<file path="src/rtl/if_pkg.sv">
// Shared definitions for the instruction-fetch stage: opcodes that redirect
// control flow, the fetch FSM state encoding and the control-flow classifier.
package if_pkg;

  localparam logic [4:0] BEQ = 5'h10;
  localparam logic [4:0] BLE = 5'h11;
  localparam logic [4:0] JAL = 5'h12;
  localparam logic [4:0] JR  = 5'h13;

  typedef enum logic [1:0] {
    RUN     = 2'd0,
    WAIT_BR = 2'd1,
    HALT    = 2'd2
  } fetch_state_t;

  function automatic logic is_ctrl_flow(input logic [4:0] opcode);
    return (opcode == BEQ) || (opcode == BLE) || (opcode == JAL) || (opcode == JR);
  endfunction

endpackage

</file>
<file path="src/rtl/if_fifo.sv">
// Show-ahead prefetch FIFO: the head entry is visible whenever o_valid is high.
// Flush empties the queue and wins over any push or pop in the same cycle.
module if_fifo #(
  parameter int WIDTH = 32,
  parameter int DEPTH = 4
) (
  input  logic                     clk,
  input  logic                     rst,
  input  logic                     i_flush,
  input  logic                     i_push,
  input  logic [WIDTH-1:0]         i_wdata,
  input  logic                     i_pop,
  output logic                     o_valid,
  output logic [WIDTH-1:0]         o_rdata,
  output logic [$clog2(DEPTH):0]   o_count
);

  localparam int AW = $clog2(DEPTH);
  localparam int CW = AW + 1;

  logic [WIDTH-1:0] r_mem [DEPTH];
  logic [AW-1:0]    r_rd_ptr;
  logic [AW-1:0]    r_wr_ptr;
  logic [CW-1:0]    r_count;
  logic             w_push;
  logic             w_pop;

  assign w_pop  = i_pop && (r_count != '0) && !i_flush;
  assign w_push = i_push && !i_flush && (w_pop || (r_count != CW'(DEPTH)));

  always_ff @(posedge clk) begin
    if (w_push) r_mem[r_wr_ptr] <= i_wdata;
  end

  // DEPTH is a power of two, so the pointers wrap on their own.
  always_ff @(posedge clk or posedge rst) begin
    if (rst) begin
      r_rd_ptr <= '0;
      r_wr_ptr <= '0;
      r_count  <= '0;
    end else if (i_flush) begin
      r_rd_ptr <= '0;
      r_wr_ptr <= '0;
      r_count  <= '0;
    end else begin
      if (w_push) r_wr_ptr <= r_wr_ptr + 1'b1;
      if (w_pop)  r_rd_ptr <= r_rd_ptr + 1'b1;
      if (w_push && !w_pop)      r_count <= r_count + 1'b1;
      else if (w_pop && !w_push) r_count <= r_count - 1'b1;
    end
  end

  assign o_valid = (r_count != '0);
  assign o_rdata = o_valid ? r_mem[r_rd_ptr] : '0;
  assign o_count = r_count;

endmodule

</file>
<file path="src/rtl/if_prefetch.sv">
// Instruction-fetch stage: sequential ROM reads into a prefetch FIFO, stalling
// behind control flow, halting on a zero word or end of ROM, redirecting on jumps/IRQs.
module if_prefetch
  import if_pkg::*;
#(
  parameter int                ADDR_W     = 16,
  parameter int                DATA_W     = 16,
  parameter int                ROM_DEPTH  = 256,
  parameter int                FIFO_DEPTH = 4,
  parameter logic [ADDR_W-1:0] RESET_PC   = '0,
  parameter logic [ADDR_W-1:0] INT_VEC    = 16'h0004
) (
  input  logic              clk,
  input  logic              rst,
  input  logic              hold,
  input  logic              jump_flag,
  input  logic [ADDR_W-1:0] jump_pc,
  input  logic              br_resolve,
  input  logic              int_req,
  output logic              int_ack,
  output logic [ADDR_W-1:0] epc,
  output logic [ADDR_W-1:0] inst_addr,
  output logic              inst_rd_en,
  input  logic [DATA_W-1:0] inst_data,
  output logic              id_valid,
  input  logic              id_ready,
  output logic [DATA_W-1:0] id_inst,
  output logic [ADDR_W-1:0] id_pc,
  output logic              halted,
  output fetch_state_t      dbg_state
);

  localparam int                CW      = $clog2(FIFO_DEPTH) + 1;
  localparam logic [ADDR_W-1:0] LAST_PC = ADDR_W'(ROM_DEPTH - 1);

  fetch_state_t        r_state;
  logic [ADDR_W-1:0]   r_pc;
  logic [ADDR_W-1:0]   r_iss_pc;
  logic [ADDR_W-1:0]   r_epc;
  logic                r_inflight;
  logic                r_end;
  logic                r_int_ack;

  logic                w_take_int;
  logic                w_redirect;
  logic                w_resp;
  logic                w_resp_zero;
  logic                w_resp_ctrl;
  logic                w_room;
  logic                w_issue;
  logic [CW-1:0]       w_count;
  logic [ADDR_W-1:0]   w_next_pc;
  logic [DATA_W+ADDR_W-1:0] w_head;

  assign w_take_int  = int_req && !jump_flag && (r_state != WAIT_BR);
  assign w_redirect  = jump_flag || w_take_int;
  assign w_resp      = r_inflight && !w_redirect;
  assign w_resp_zero = w_resp && (inst_data == '0);
  assign w_resp_ctrl = w_resp && !w_resp_zero && is_ctrl_flow(inst_data[4:0]);
  assign w_room      = (32'(w_count) + 32'(r_inflight)) < 32'(FIFO_DEPTH);

  // A response that halts or branches blocks the issue in its own cycle, so
  // nothing past it is ever fetched.
  assign w_issue = !rst && (r_state == RUN) && !hold && !w_redirect && !r_end &&
                   w_room && !w_resp_zero && !w_resp_ctrl;

  assign inst_rd_en = w_issue;
  assign inst_addr  = r_pc;
  assign w_next_pc  = r_inflight ? r_iss_pc : r_pc;

  always_ff @(posedge clk or posedge rst) begin
    if (rst) begin
      r_state    <= RUN;
      r_pc       <= RESET_PC;
      r_iss_pc   <= '0;
      r_inflight <= 1'b0;
      r_end      <= 1'b0;
      r_int_ack  <= 1'b0;
      r_epc      <= '0;
    end else begin
      r_int_ack <= 1'b0;
      if (jump_flag) begin
        r_pc       <= jump_pc;
        r_state    <= RUN;
        r_inflight <= 1'b0;
        r_end      <= 1'b0;
      end else if (w_take_int) begin
        r_pc       <= INT_VEC;
        r_state    <= RUN;
        r_inflight <= 1'b0;
        r_end      <= 1'b0;
        r_int_ack  <= 1'b1;
        r_epc      <= id_valid ? id_pc : w_next_pc;
      end else begin
        r_inflight <= w_issue;
        if (w_issue) begin
          r_iss_pc <= r_pc;
          if (r_pc == LAST_PC) r_end <= 1'b1;
          else                 r_pc  <= r_pc + 1'b1;
        end
        // A halted pc points at the zero word so it is the interrupt return address.
        if (w_resp_zero) begin
          r_state <= HALT;
          r_pc    <= r_iss_pc;
        end else if (w_resp && r_end) begin
          r_state <= HALT;
        end else if (w_resp_ctrl) begin
          r_state <= WAIT_BR;
        end else if ((r_state == WAIT_BR) && br_resolve) begin
          r_state <= RUN;
        end
      end
    end
  end

  // Decode handshake: an entry moves on a rising edge where id_valid && id_ready;
  // id_valid never depends on id_ready and the head holds steady until taken.
  if_fifo #(
    .WIDTH (DATA_W + ADDR_W),
    .DEPTH (FIFO_DEPTH)
  ) u_fifo (
    .clk     (clk),
    .rst     (rst),
    .i_flush (w_redirect),
    .i_push  (w_resp && !w_resp_zero),
    .i_wdata ({inst_data, r_iss_pc}),
    .i_pop   (id_ready),
    .o_valid (id_valid),
    .o_rdata (w_head),
    .o_count (w_count)
  );

  assign id_inst   = w_head[ADDR_W +: DATA_W];
  assign id_pc     = w_head[ADDR_W-1:0];
  assign int_ack   = r_int_ack;
  assign epc       = r_epc;
  assign halted    = (r_state == HALT);
  assign dbg_state = r_state;

endmodule
</file>
<file path="config.mk">
export PLATFORM = sky130hd
export DESIGN_NAME = if_prefetch
export DESIGN_NICKNAME = d
export VERILOG_FILES = /design/src/rtl/if_pkg.sv /design/src/rtl/if_fifo.sv /design/src/rtl/if_prefetch.sv
export SDC_FILE = /design/constraint.sdc
export NUM_CORES = 1
export LEC_CHECK = 0
export CORE_ASPECT_RATIO = 0.5
export CORE_UTILIZATION = 55
export CTS_CLUSTER_SIZE = 20
export DETAILED_ROUTE_END_ITERATION = 10
export PLACE_DENSITY_LB_ADDON = 0.3
export SYNTH_ARGS = -nofsm -noshare
export SYNTH_HDL_FRONTEND = slang
export SYNTH_SLANG_ARGS = --single-unit
</file>
<file path="constraint.sdc">
create_clock -name clk -period 4 [get_ports clk]
set_input_delay 0.6 -clock clk [delete_from_list [all_inputs] [get_ports clk]]
set_output_delay 0.6 -clock clk [all_outputs]
set_load 0.05 [all_outputs]
</file>
==> results.txt <==
The aggregate routed wire length came out at 19.3 mm. The final sum of negative setup slack came out at 0 ns. After clock tree synthesis, the setup repair step added 0 buffers. The total global-route track usage came out at 0.263.

The total nets after synthesis came out at 601. The final hold violation count came out at 0. The signal on the critical path passes through nor3_1 -> buf_4 -> inv_1 -> buf_4 -> and2_1 -> clkdlybuf4s50_1. The shortest clock period the worst path allows after layout came out at about 3.8 ns. The count of routing violations after the opening detailed-route iteration came out at approximately 550.

The post-route clock skew came out at around 0.014 ns. Of the cells placed in the final design, the portion with a size suffix greater than 1 is 0.186. The global-route wire length before repair came out at roughly 30 mm.

Dividing the final minimum period by the clock period gives 0.943. The setup slack of the worst register-to-register path came out at about 0.87 ns. The data arrival time of the critical path is 3.17 ns.

The number of global-route vias before repair was 5262. In this run the number of cells on the critical path is 6. 109 I/O pins were placed.

The worst-case clock buffer depth is 2. At the end of routability-driven placement, the weighted congestion stood at about 0.87. The detailed placer's ending HPWL came out at 12.7 mm.

The number of warnings printed during yosys synthesis came out at 0. In this run the critical register-to-register path is launched from u_fifo.o_count[0]$_DFFE_PP0P_. The number of buffers and inverters on the critical path is 4. The initial core utilization is 0.568. Once the clock tree was built, the resizer swapped 0 gates to a different size. The worst setup slack before clock tree synthesis came out at around 0.46 ns. The kind of critical path is register to output pin. The cell area after synthesis came out at between 0.008 and 0.009 mm2. The transition time at the pin with the least slew margin came out at 0.826 ns. The TritonCTS sink count is 188. Of the synthesized area, sequential elements account for 0.645. The leakage power figure is approximately 3.6 nW. The critical path launch point type is a register. The number of antenna diodes in the final layout is 0.

The hold-fix buffer count after cts came out at 0. The total of buffers placed on input and output ports is approximately 110. Among all stages on the critical path, the largest delay is contributed by clkdlybuf4s50_1.

In this run the power density over the cells is 451 mW/mm2. Counting flops and latches in the post-synthesis netlist gives 188. The count of flip-flops with a built-in enable after synthesis came out at ~130. Clock-pin slew was measured on the worst setup and hold paths at 0.07 ns. The floorplan row count is 31. The final core utilization is 0.706. The total via count in the routed design came out at around 5300. The share of synthesized registers carrying an async set or reset is 0.319. The post-detailed-route DRC marker count came out at 0. From synthesis to final layout, the design area changed by 24.1%. The die extent in y came out at around 89 um. The die outline width is about 180 um. The standard cell core area came out at around 0.015 mm2.

The worst hold slack after final layout came out at between 0.5 and 0.6 ns. Across the run, the number of max-cap violations was 0. The maximum ir drop on the vdd rail came out at about 250 uV. Leaving out fill and tap cells, the most frequent cell in the layout is edfxtp_1.

Setup repair after global routing left no endpoint under its margin. Across all setup checks in the final design, the least slack found is between 0.2 and 0.25 ns. Dividing the detail-routed wire length by the instance count gives between 20 and 25 um.

The tightest min-delay check is of the register to register type. The clock tree from TritonCTS is yes. The tree is rooted in a clkbuf_16. The cell count after synthesis came out at around 560. The number of antenna violations at the first check in global routing is 0. The cell family with the largest share of critical-path delay is buffers and inverters.

The flow ran to the end, and the final reports show no timing, DRC or antenna violations. The most critical setup path has its endpoint at id_pc[8]. The final antenna-violating net count is 0. The clock latency at the later pin of the worst-skew pair is around 0.43 ns. The maximum single-stage delay on the critical path came out at around 0.81 ns. The worst setup path is captured at an output pin. The mean number of vias per cell came out at around 6. The die outline area is between 0.015 and 0.02 mm2.

The net total in the final layout came out at just over 700. The top cell types in the final layout, fill and taps aside, are edfxtp_1, clkdlybuf4s50_1, dfrtp_1. The count of H-tree levels built during CTS came out at 4. The average footprint of a synthesized cell came out at 14.9 um2. The most repeated library cell on the critical path is buf_4.

The start point of the critical path is u_fifo.o_count[0]$_DFFE_PP0P_. Entering global routing, the biggest net connects 32 pins. Based on the critical path, the design can be clocked at up to between 200 and 300 MHz. Data on the critical path is required at its endpoint by 3.40 ns. The largest fanout on the critical path came out at 20. The depth of the most critical reg-to-reg path is 11. The max-slew violation total from the final report was 0. The final global-route overflow total came out at 0. The capture instance of the worst register-to-register path is u_fifo.o_count[2]$_DFFE_PP0P_. Measured against its own limit, the worst slew margin works out to 0.449. The final setup violation count is 0. The number of detailed-routing iterations run before antenna repair came out at 5. The number of distinct library cells after synthesis came out at 51.

The number of clock buffers inserted by TritonCTS came out at 17. For this run, the leading register cell type out of synthesis is edfxtp_1.
sequential cells by signal (all words and copies together), names as in the netlist:
name / cells
u_fifo.r_mem: 128
epc: 16
inst_addr: 16
r_iss_pc: 16
u_fifo.o_count: 3
dbg_state: 2
u_fifo.r_rd_ptr: 2
u_fifo.r_wr_ptr: 2
int_ack: 1
r_end: 1
r_inflight: 1
Yosys cell counts, types with 2 or more instances:
| library cell | number | area [um2] |
|---|---|---|
| a211o_1 | 4 | 35.0 |
| a211oi_1 | 4 | 30.0 |
| a21oi_1 | 23 | 115 |
| a221o_1 | 5 | 50.1 |
| a221oi_1 | 2 | 17.5 |
| a22o_1 | 2 | 17.5 |
| a31oi_1 | 6 | 37.5 |
| and2_1 | 41 | 257 |
| and3_1 | 3 | 18.8 |
| buf_2 | 9 | 45.0 |
| buf_6 | 2 | 22.5 |
| clkbuf_1 | 19 | 71.3 |
| dfrtp_1 | 60 | 1500 |
| edfxtp_1 | 128 | 3840 |
| ha_1 | 6 | 75.1 |
| inv_1 | 16 | 60.1 |
| mux2_2 | 28 | 315 |
| mux2i_1 | 15 | 150 |
| mux4_2 | 32 | 721 |
| nand2_1 | 19 | 71.3 |
| nand3_1 | 10 | 50.1 |
| nand4_1 | 5 | 31.3 |
| nor2_1 | 24 | 90.1 |
| nor3_1 | 18 | 90.1 |
| nor4_1 | 8 | 50.1 |
| o211ai_1 | 3 | 22.5 |
| o21ai_0 | 13 | 65.1 |
| o21bai_1 | 9 | 67.6 |
| o22a_1 | 3 | 26.3 |
| xnor2_1 | 13 | 114 |
| xor2_1 | 5 | 43.8 |
final cells by class:
class	count	area, um2
Clock inverter	15	186
Multi-Input combinational cell	319	2740
Timing Repair Buffer	134	1290
Clock buffer	17	425
Fill cell	986	4290
Tap cell	198	248
Inverter	16	60.1
Sequential cell	188	5350
layer usage:
layer / vias up / part of all wire / track usage
met5: - / 0 / 0
met4: 0 / 0.015 / 0.0759
met3: 20 / 0.074 / 0.0614
met2: 233 / 0.48 / 0.430
met1: 2698 / 0.43 / 0.359
li1: 2360 / - / -
power breakdown:
| part | internal, mW | total, mW | switching [mW] |
|---|---|---|---|
| Sequential | 2.22 | 2.36 | 0.143 |
| Combinational | 0.238 | 0.582 | 0.344 |
| Clock | 0.855 | 1.70 | 0.847 |
worst min-delay path by stage:
stage / start / end / slack (ns) / cells after the start
6_report: epc[15]$_DFFE_PP0P_ / epc[15]$_DFFE_PP0P_ / 0.51 / 1
5_1_grt: epc[15]$_DFFE_PP0P_ / epc[15]$_DFFE_PP0P_ / 0.53 / 1
4_1_cts: epc[7]$_DFFE_PP0P_ / epc[7]$_DFFE_PP0P_ / 0.52 / 1
3_5_place_dp: epc[12]$_DFFE_PP0P_ / epc[12]$_DFFE_PP0P_ / 0.49 / 1
3_3_place_gp: epc[13]$_DFFE_PP0P_ / epc[13]$_DFFE_PP0P_ / 0.49 / 1
2_1_floorplan: r_end$_DFFE_PP0P_ / r_end$_DFFE_PP0P_ / 0.48 / 2
stage by stage:
step / std cells / total power [mW] / instance area (um2)
2_1_floorplan: 555 / 2.73 / 8290
3_3_place_gp: 855 / 2.96 / 9680
3_5_place_dp: 855 / 2.98 / 9680
4_1_cts: 887 / 4.66 / 10300
5_1_grt: 887 / 4.79 / 10300
6_report: 887 / 4.65 / 10300
kinds of logic (layout without fill, tap and decap cells):
logic type               Yosys count  after routing  synth area share
AND/OR/NAND/NOR                  140            140            0.0925
flip-flops                       188            188             0.645
adder cells (fa/ha/maj)            7              7            0.0115
multiplexers                      75             75             0.143
buffers and inverters             48            182            0.0251
AO/OA/AOI/OAI                     79             79            0.0641
XOR/XNOR                          18             18            0.0190
Power figures use the tool's default switching activity.
